--- src/rtl/poly_synth_pwm.sv ---
// poly_synth_pwm: VOICES phase-accumulator square-wave voices, mixed
// into one PWM audio bit; one frame of 2**PWM_W clocks is one sample.
// Optional per-voice attack/release envelope: SYNTH_ENVELOPE_EN.
// Ports:
//   clk, rst     clock, synchronous active-high reset
//   note_value   voice v phase increment at [v*NOTE_W +: NOTE_W]
//   gate         per-voice key-down
//   audio        registered PWM output
//   sample_tick  1-clk pulse in the first cycle of each frame
//   active       voice v currently contributing to the mix
module poly_synth_pwm #(
  parameter int VOICES       = 4,
  parameter int NOTE_W       = 10,
  parameter int ACC_W        = 16,
  parameter int PWM_W        = 8,
  parameter int ATTACK_STEP  = 16,
  parameter int RELEASE_STEP = 4
) (
  input  logic                     clk,
  input  logic                     rst,
  input  logic [VOICES*NOTE_W-1:0] note_value,
  input  logic [VOICES-1:0]        gate,
  output logic                     audio,
  output logic                     sample_tick,
  output logic [VOICES-1:0]        active
);

  localparam int LOG_V = $clog2(VOICES);
  localparam int SUM_W = PWM_W + LOG_V;
  localparam logic [PWM_W-1:0] MAX = '1;

  if (VOICES < 1 || VOICES > 8 ||
      (VOICES & (VOICES - 1)) != 0 ||
      ACC_W < NOTE_W ||
      ATTACK_STEP < 1 || RELEASE_STEP < 1)
  begin : g_bad_cfg
    $error("poly_synth_pwm: bad parameters");
  end

  logic [PWM_W-1:0]               pwm_cnt;
  logic [PWM_W-1:0]               pwm_cnt_next;
  logic [PWM_W-1:0]               duty;
  logic [PWM_W-1:0]               duty_next;
  logic [PWM_W-1:0]               mix;
  logic                           boundary;
  logic [VOICES-1:0]              gate_q;
  logic [VOICES*NOTE_W-1:0]       note_q;
  logic [VOICES-1:0][PWM_W-1:0]   sample;
  logic [SUM_W-1:0]               sum;

  assign boundary     = pwm_cnt == MAX;
  assign pwm_cnt_next = pwm_cnt + PWM_W'(1);
  // duty only moves on the boundary edge, so audio compares
  // against the value that will be live in the coming cycle.
  assign duty_next    = boundary ? mix : duty;

  always_ff @(posedge clk) begin
    if (rst) begin
      pwm_cnt     <= '0;
      sample_tick <= 1'b0;
      audio       <= 1'b0;
      duty        <= '0;
      gate_q      <= '0;
      note_q      <= '0;
    end else begin
      pwm_cnt     <= pwm_cnt_next;
      sample_tick <= boundary;
      audio       <= pwm_cnt_next < duty_next;
      duty        <= duty_next;
      if (boundary) begin
        gate_q <= gate;
        note_q <= note_value;
      end
    end
  end

  for (genvar v = 0; v < VOICES; v++) begin : g_voice
    logic [ACC_W-1:0] phase;
    logic [ACC_W-1:0] inc;
    logic             hi_half;

    assign inc     = ACC_W'(note_q[v*NOTE_W +: NOTE_W]);
    assign hi_half = !phase[ACC_W-1];

`ifdef SYNTH_ENVELOPE_EN
    logic [PWM_W-1:0]   level;
    logic [PWM_W-1:0]   level_up;
    logic [PWM_W-1:0]   level_dn;
    logic [PWM_W:0]     up_sum;
    logic [PWM_W-1:0]   wave;
    logic [2*PWM_W-1:0] prod;
    logic               run;

    // Oscillator keeps running through the release tail.
    assign run    = gate_q[v] | (level != '0);
    assign up_sum = {1'b0, level} + (PWM_W+1)'(ATTACK_STEP);
    assign level_up = (up_sum > {1'b0, MAX}) ? MAX
                                             : up_sum[PWM_W-1:0];
    assign level_dn = (level >= PWM_W'(RELEASE_STEP))
                    ? level - PWM_W'(RELEASE_STEP)
                    : '0;
    assign wave = hi_half ? MAX : '0;
    assign prod = (2*PWM_W)'(wave) * (2*PWM_W)'(level);
    assign sample[v] = prod[2*PWM_W-1:PWM_W];
    assign active[v] = run;

    always_ff @(posedge clk) begin
      if (rst) begin
        phase <= '0;
        level <= '0;
      end else if (boundary) begin
        phase <= run ? phase + inc : '0;
        level <= gate_q[v] ? level_up : level_dn;
      end
    end
`else
    assign sample[v] = (gate_q[v] && hi_half) ? MAX : '0;
    assign active[v] = gate_q[v];

    always_ff @(posedge clk) begin
      if (rst) begin
        phase <= '0;
      end else if (boundary) begin
        phase <= gate_q[v] ? phase + inc : '0;
      end
    end
`endif
  end

  // Sum is wide enough for VOICES full-scale samples, so the
  // shifted result never needs clipping.
  always_comb begin
    sum = '0;
    for (int v = 0; v < VOICES; v++) begin
      sum = sum + SUM_W'(sample[v]);
    end
    mix = sum[LOG_V +: PWM_W];
  end

endmodule

--- config.mk ---
export PLATFORM = sky130hd
export DESIGN_NAME = poly_synth_pwm
export DESIGN_NICKNAME = d
export VERILOG_FILES = /design/src/rtl/poly_synth_pwm.sv
export SDC_FILE = /design/constraint.sdc
export NUM_CORES = 1
export LEC_CHECK = 0
export BUFFER_PORTS_ARGS = -buffer_cell sky130_fd_sc_hd__buf_2
export CAP_MARGIN = 20
export CORE_AREA = 5 5 129 131
export CTS_BUF_LIST = sky130_fd_sc_hd__clkbuf_8 sky130_fd_sc_hd__clkbuf_16
export DETAILED_ROUTE_END_ITERATION = 7
export DIE_AREA = 0 0 134 136
export PLACE_DENSITY = 0.69
export SLEW_MARGIN = 20
export SYNTH_ARGS = -nofsm -noshare
export SYNTH_HDL_FRONTEND = slang
export SYNTH_SLANG_ARGS = --single-unit
--- constraint.sdc ---
create_clock -name clk -period 8.7 [get_ports clk]
set_clock_uncertainty 0.15 [all_clocks]
set_input_delay 0.87 -clock clk [delete_from_list [all_inputs] [get_ports clk]]
set_output_delay 0.87 -clock clk [all_outputs]
set_load 0.02 [all_outputs]
==> impl_metrics.json, run 1 <==
{
  "power.density_nw_per_um2": 167,
  "cp_max_fo": 13,
  "status": "complete, no violations",
  "cts_sinks": 126,
  "endpoint_kind": "register",
  "timing.rr.end": "audio",
  "min_from": "g_voice[0].phase[5]",
  "cts_max_level": 4,
  "numCtsBuffers": 17,
  "whs_endpoint": "g_voice[0].phase[5]",
  "hold_viol": 0,
  "cts-root-buf": "clkbuf_16",
  "ys_ff_latch": 126,
  "ctsHoldBuffers": 0,
  "totalWireLength_um": 14300,
  "setup_viol": 0,
  "p_leak_nw": 3.20,
  "clk_pin_slew_worst_paths_ns": 0.06,
  "io_pins": 52,
  "num_vias": 5574,
  "slew_headroom": 0.453,
  "post-route-period-util": 0.518,
  "vdd_drop_max_mv": 0.131,
  "die_w_um": 134,
  "p_comb_frac": 0.027,
  "grt_first_pass_wirelength_um": 24400,
  "syn_area_per_cell_um2": 8.30,
  "cts_tree": "built",
  "wl_per_cell_um": 13.6,
  "ff2ff_path_depth": 15,
  "grt_pass1_vias": 5287,
  "io_buffers": 51,
  "p_seq_frac": 0.455,
  "dp_cells": 1025,
  "layout-area-overhead-vs-synth_pct": 14.3,
  "grt_max_degree": 76,
  "grt_use_total": 0.164,
  "viasPerCell": 5.29,
  "start_util": 0.434,
  "synth_edf_count": 0,
  "final_cell_mix": "nand2_1 (154), dfxtp_1 (126), a21oi_1 (108)",
  "async_flop_share": 0,
  "rsz0062_at_grt": "false",
  "dr.pass1.iters": 5,
  "synth_ff_type": "dfxtp_1",
  "critPathArrivalTime_ns": 4.72,
  "p_clk_frac": 0.518,
  "total_power_w": 0.00129,
  "dpl.hpwl_um": 9840,
  "worstHoldPathCells": 2,
  "clock_latency_ns": 0.42,
  "maxCapViolations": 0,
  "timing.final.ws_setup_ns": 4.19,
  "syn_inst": 810,
  "syn_area_um2": 6720,
  "cp-start-kind": "register",
  "hp-class": "register to register",
  "place_ws_ns": 4.21,
  "fin_cells": 1054,
  "nFillCells": 1488,
  "cts_resized": 0,
  "die_area_um2": 18200,
  "fin_setup_tns_ns": 0,
  "power.internal_w": 0.00102,
  "slew_viol_final": 0,
  "coreArea_um2": 15500,
  "die_h_um": 136,
  "syn_nets": 916,
  "reg2reg_from": "active[0]",
  "grt.overflow.total": 0,
  "reg2reg_slack_ns": 4.19,
  "path_class": "register to register",
  "p_switching_w": 0.000264,
  "yosys_warnings": 0,
  "drc": 0,
  "antenna_found_initial": 0,
  "drt_iter0_drc": 334,
  "mostFrequentLayoutCell": "nand2_1",
  "synth.distinct_cells": 55,
  "required_ns": 8.91,
  "antenna_cells": 0,
  "rows": 46,
  "ant_nets": 0,
  "cts_buffer_depth": 2,
  "ys_seq_area_frac": 0.375,
  "nets": 958,
  "post-cts-setup-buffers": 0,
  "max_freq_ghz": 0.222,
  "swShare": 0.206,
  "tightest_slew_ns": 0.821,
  "fin_crit_ns": 4.51,
  "routabilityCongestion": 0.845,
  "drive_gt1_frac": 0.107
}
[kinds of logic (layout without fill, tap and decap cells)]
group / Yosys count / after routing / share of synthesized area
flops: 126 / 126 / 0.375
buf+inv: 51 / 103 / 0.0287
compound gates: 220 / 220 / 0.195
mux: 2 / 2 / 0.00316
simple gates: 300 / 300 / 0.208
fa+ha+maj: 60 / 60 / 0.123
xor+xnor: 51 / 51 / 0.0665
[stage by stage]
stage / util / hold WS, ns / instance area [um^2]
finish: 0.496 / 0.305 / 7680
global route: 0.496 / 0.321 / 7680
CTS: 0.496 / 0.306 / 7680
detailed placement: 0.461 / 0.298 / 7130
global placement: 0.461 / 0.292 / 7130
floorplan: - / 0.279 / 6720
[worst max-delay path: stages, from the launching register on]
cell and delay, ns:
dfxtp_1 0.44, nor2b_1 0.22, fa_1 0.53, inv_1 0.06, fa_1 0.62, inv_1 0.14
fa_1 0.46, fa_1 0.41, xnor2_1 0.17, nor2_1 0.05, a21oi_1 0.22, ha_1 0.28
a21o_1 0.18, a211oi_1 0.30, o21ai_0 0.14, nand2_1 0.08
[cell usage after synthesis (all sizes together), types with 2 or more instances]
cell type    n  share of area
xor2        31          0.040
a21o        15          0.017
o31ai        5         0.0056
fa          10          0.030
o21bai       7         0.0078
nor4         4         0.0037
a211o        5         0.0065
nand3b       3         0.0034
nor3         7         0.0076
dfxtp      126           0.38
o21a         3         0.0034
nand2      154          0.086
or4          2         0.0022
xnor2       20          0.026
or3          5         0.0054
nand4b       4         0.0052
o211ai       6         0.0067
a41o         3         0.0045
o21ai       40          0.030
nand3       32          0.026
clkbuf      30          0.017
inv         18          0.010
nor2b       15          0.014
nand4        8         0.0074
buf          3         0.0019
a311o        2         0.0030
a311oi       2         0.0026
and3         5         0.0047
nand2b       3         0.0028
a21oi      108          0.080
a31oi        4         0.0037
a211oi       9          0.010
a21boi       2         0.0022
and2         3         0.0028
and4         2         0.0026
nor2        50          0.029
ha          50          0.093
o2111ai      3         0.0039
[power groups by stage]
stage | logic, W | registers [W] | clock network [W]
after global placement | 0.0000345 | 0.000597 | 0
final | 0.0000348 | 0.000585 | 0.000667
after CTS | 0.0000352 | 0.000585 | 0.000683
after detailed placement | 0.0000350 | 0.000597 | 0
after floorplan | 0.0000180 | 0.000597 | 0
after global routing | 0.0000393 | 0.000585 | 0.000708
[how the worst max path moves through the flow]
stage | start | endpoint | depth (start not counted)
3_3_place_gp | active[0] | audio | 15
2_1_floorplan | active[0] | audio | 16
4_1_cts | active[0] | audio | 15
5_1_grt | active[0] | audio | 15
6_report | active[0] | audio | 15
3_5_place_dp | active[0] | audio | 15
[area by class of cell]
type / instances / area [um^2] / area share
clock inverters: 10 / 100 / 0.0130
inverters: 18 / 67.6 / 0.00879
clock buffers: 19 / 453 / 0.0589
repair buffers: 56 / 295 / 0.0384
well taps: 192 / 240 / 0.0313
multi-input cells: 633 / 4010 / 0.521
flip-flops and latches: 126 / 2520 / 0.328
[sequential cells by signal, indices dropped and copies added, names as in the netlist]
signal,flops
duty,8
audio,1
note_q,40
active,4
g_voice.phase,64
sample_tick,1
pwm_cnt,8
[metal layers]
metal  wire, um  track usage  vias up
met5          0            0        -
met4        128       0.0503        0
li1           -            -     2921
met2       6700        0.272       73
met3        500       0.0452        7
met1       7000        0.210     2573
Note: power is estimated with default switching activity, not from simulation.
==> run 2, diff against run 1 <==
--- a/config.mk
+++ b/config.mk
@@ -5,12 +5,13 @@
 export SDC_FILE = /design/constraint.sdc
 export NUM_CORES = 1
 export LEC_CHECK = 0
+export ABC_AREA = 1
 export BUFFER_PORTS_ARGS = -buffer_cell sky130_fd_sc_hd__buf_2
 export CAP_MARGIN = 20
-export CORE_AREA = 5 5 129 131
+export CORE_AREA = 5 5 134 136
 export CTS_BUF_LIST = sky130_fd_sc_hd__clkbuf_8 sky130_fd_sc_hd__clkbuf_16
 export DETAILED_ROUTE_END_ITERATION = 7
-export DIE_AREA = 0 0 134 136
+export DIE_AREA = 0 0 139 141
 export PLACE_DENSITY = 0.69
 export SLEW_MARGIN = 20
 export SYNTH_ARGS = -nofsm -noshare
==> constraint.sdc (replaced) <==
create_clock -name clk -period 4.6 [get_ports clk]
set_clock_uncertainty 0.15 [all_clocks]
set_input_delay 0.46 -clock clk [delete_from_list [all_inputs] [get_ports clk]]
set_output_delay 0.46 -clock clk [all_outputs]
set_load 0.02 [all_outputs]
==> impl_metrics.json, run 2 <==
{
  "cts_resized": 0,
  "ys_top_cells_by_count": "nand2_1 (257), nor2_1 (183), dfxtp_1 (126)",
  "netlist.area_leader.share": 0.344,
  "synth_compound_area_frac": 0.117,
  "synth.distinct_cells": 35,
  "fin_setup_tns_ns": 0,
  "start_util": 0.435,
  "top_regs": "g_voice.phase x64, note_q x40",
  "synth_top_family_by_area": "simple AND/OR/NAND/NOR gates",
  "layout-area-overhead-vs-synth_pct": 13.5,
  "grt_pass1_vias": 6215,
  "required_ns": 4.80,
  "ant_nets": 0,
  "synth_ff_type": "dfxtp_1",
  "ctsHoldBuffers": 0,
  "cts_buffer_depth": 2,
  "ff2ff_path_depth": 15,
  "hp-class": "input pin to register",
  "cts_max_level": 4,
  "whs_endpoint": "note_q[17]",
  "timing.rr.end": "audio",
  "finalInstanceArea_um2": 8310,
  "maxCapViolations": 0,
  "wl_per_cell_um": 12.1,
  "syn_nets": 1167,
  "rows": 48,
  "max_freq_ghz": 0.245,
  "syn_inst": 1061,
  "vdd_drop_max_mv": 0.226,
  "routabilityCongestion": 0.891,
  "cp-start-kind": "register",
  "top_register": "g_voice.phase",
  "grt_max_degree": 65,
  "clk_pin_slew_worst_paths_ns": 0.05,
  "drive_gt1_frac": 0.103,
  "grt_use_total": 0.170,
  "synth_xor_area_frac": 0.00957,
  "slew_viol_final": 0,
  "worstHoldPathCells": 3,
  "min_from": "note_value[17]",
  "reg2reg_from": "active[0]",
  "path_class": "register to register",
  "critPathArrivalTime_ns": 4.28,
  "mostFrequentLayoutCell": "nand2_1",
  "clock_latency_ns": 0.42,
  "dpl.hpwl_um": 11500,
  "setup_viol": 0,
  "die_w_um": 139,
  "critPathLaunch": "active[0]",
  "coreArea_um2": 16800,
  "yosys_warnings": 0,
  "syn_area_um2": 7320,
  "drc": 0,
  "p_leak_nw": 3.85,
  "hold_viol": 0,
  "post-route-period-util": 0.886,
  "fin_crit_ns": 4.08,
  "nets": 1212,
  "post-cts-setup-buffers": 0,
  "final_cell_mix": "nand2_1 (257), nor2_1 (183), dfxtp_1 (126)",
  "totalWireLength_um": 16200,
  "slew_headroom": 0.368,
  "viasPerCell": 4.94,
  "synth.most_common_cell": "nand2_1",
  "io_buffers": 51,
  "rsz0062_at_grt": "false",
  "ys_seq_area_frac": 0.344,
  "antenna_found_initial": 0,
  "synth_area_leaders": "dfxtp_1 (34%), nand2_1 (13%), nor2_1 (9.4%), ha_1 (8.5%), nand3_1 (6.1%)",
  "synth_edf_count": 0,
  "tightest_slew_ns": 0.947,
  "numCtsBuffers": 17,
  "grt_first_pass_wirelength_um": 28100,
  "syn_area_per_cell_um2": 6.90,
  "grt.overflow.total": 0,
  "num_vias": 6622,
  "cts_sinks": 126,
  "muxShareOfSynthArea": 0,
  "drt_iter0_drc": 373,
  "power.density_nw_per_um2": 296,
  "cp_max_fo": 4,
  "async_flop_share": 0,
  "largest_reg_flops": 64,
  "status": "complete, no violations",
  "dr.pass1.iters": 5,
  "endpoint_kind": "register",
  "io_pins": 52,
  "antenna_cells": 0,
  "die_h_um": 141,
  "reg2reg_slack_ns": 0.52,
  "synthAdderAreaFrac": 0.113,
  "synth_top_cell_by_area": "dfxtp_1",
  "cts-root-buf": "clkbuf_16",
  "die_area_um2": 19600,
  "ys_ff_latch": 126,
  "placed_cell_area_um2": 7750,
  "cts_tree": "built",
  "yosys.area_share.simple": 0.350
}
==> run 2: cell types whose count changed after synthesis, sizes merged, moves of 16 or more <==
cell,change
nor2,+139
xor2,-24
a21oi,-23
nand3,+57
nand2,+104
o21ai,+22
inv,+72
xnor2,-19
or2,+16
==> run 2: critical path: stages, from the launching register on <==
cell and delay, ns:
dfxtp_1 0.31, inv_1 0.18, nor2_1 0.09, fa_1 0.54, inv_1 0.06, fa_1 0.63, inv_1 0.14, fa_1 0.47
fa_1 0.36, or2_2 0.31, nand2_1 0.06, inv_1 0.05, ha_1 0.30, a21oi_1 0.13, o211ai_1 0.09, a21oi_1 0.11
==> run 2: per-layer routing <==
layer  global-route usage  wire, um
met5                    0         0
met1                0.213      7800
met3               0.0434       651
met4               0.0499       202
met2                0.291      7500
==> run 2: power breakdown <==
part,switching [W],internal [W]
Clock,0.000472,0.000823
Sequential,0.00000231,0.00110
Combinational,0.0000414,0.0000279
==> run 2: area by class of cell <==
class / count / area, um^2
multi-input combinational: 815 / 4310
inverter: 90 / 338
fill: 1729 / 8500
timing repair buffer: 56 / 293
tap: 225 / 282
clock inverter: 9 / 96.3
sequential: 126 / 2520
clock buffer: 20 / 467
==> run 2: worst max path at each step <==
stage,end,slack [ns]
6_report,audio,0.52
5_1_grt,audio,0.25
4_1_cts,audio,0.51
3_5_place_dp,audio,0.52
3_3_place_gp,audio,0.60
2_1_floorplan,audio,0.64
==> run 2: kinds of logic after synthesis <==
logic type / count (synthesis)
AND/OR/NAND/NOR: 584
adder cells (fa/ha/maj): 60
buffers and inverters: 120
flip-flops: 126
XOR/XNOR: 8
AO/OA/AOI/OAI: 163
==> run 2: stage by stage <==
stage / util / hold slack (ns) / setup slack [ns] / std cells / total power [W]
final: 0.494 / 0.145 / 0.524 / 1341 / 0.00246
after detailed placement: 0.461 / 0.287 / 0.524 / 1312 / 0.00119
after global placement: 0.461 / 0.283 / 0.600 / 1312 / 0.00119
after global routing: 0.494 / 0.137 / 0.245 / 1341 / 0.00255
after floorplan: - / 0.271 / 0.644 / 1061 / 0.00116
after CTS: 0.494 / 0.130 / 0.507 / 1341 / 0.00249
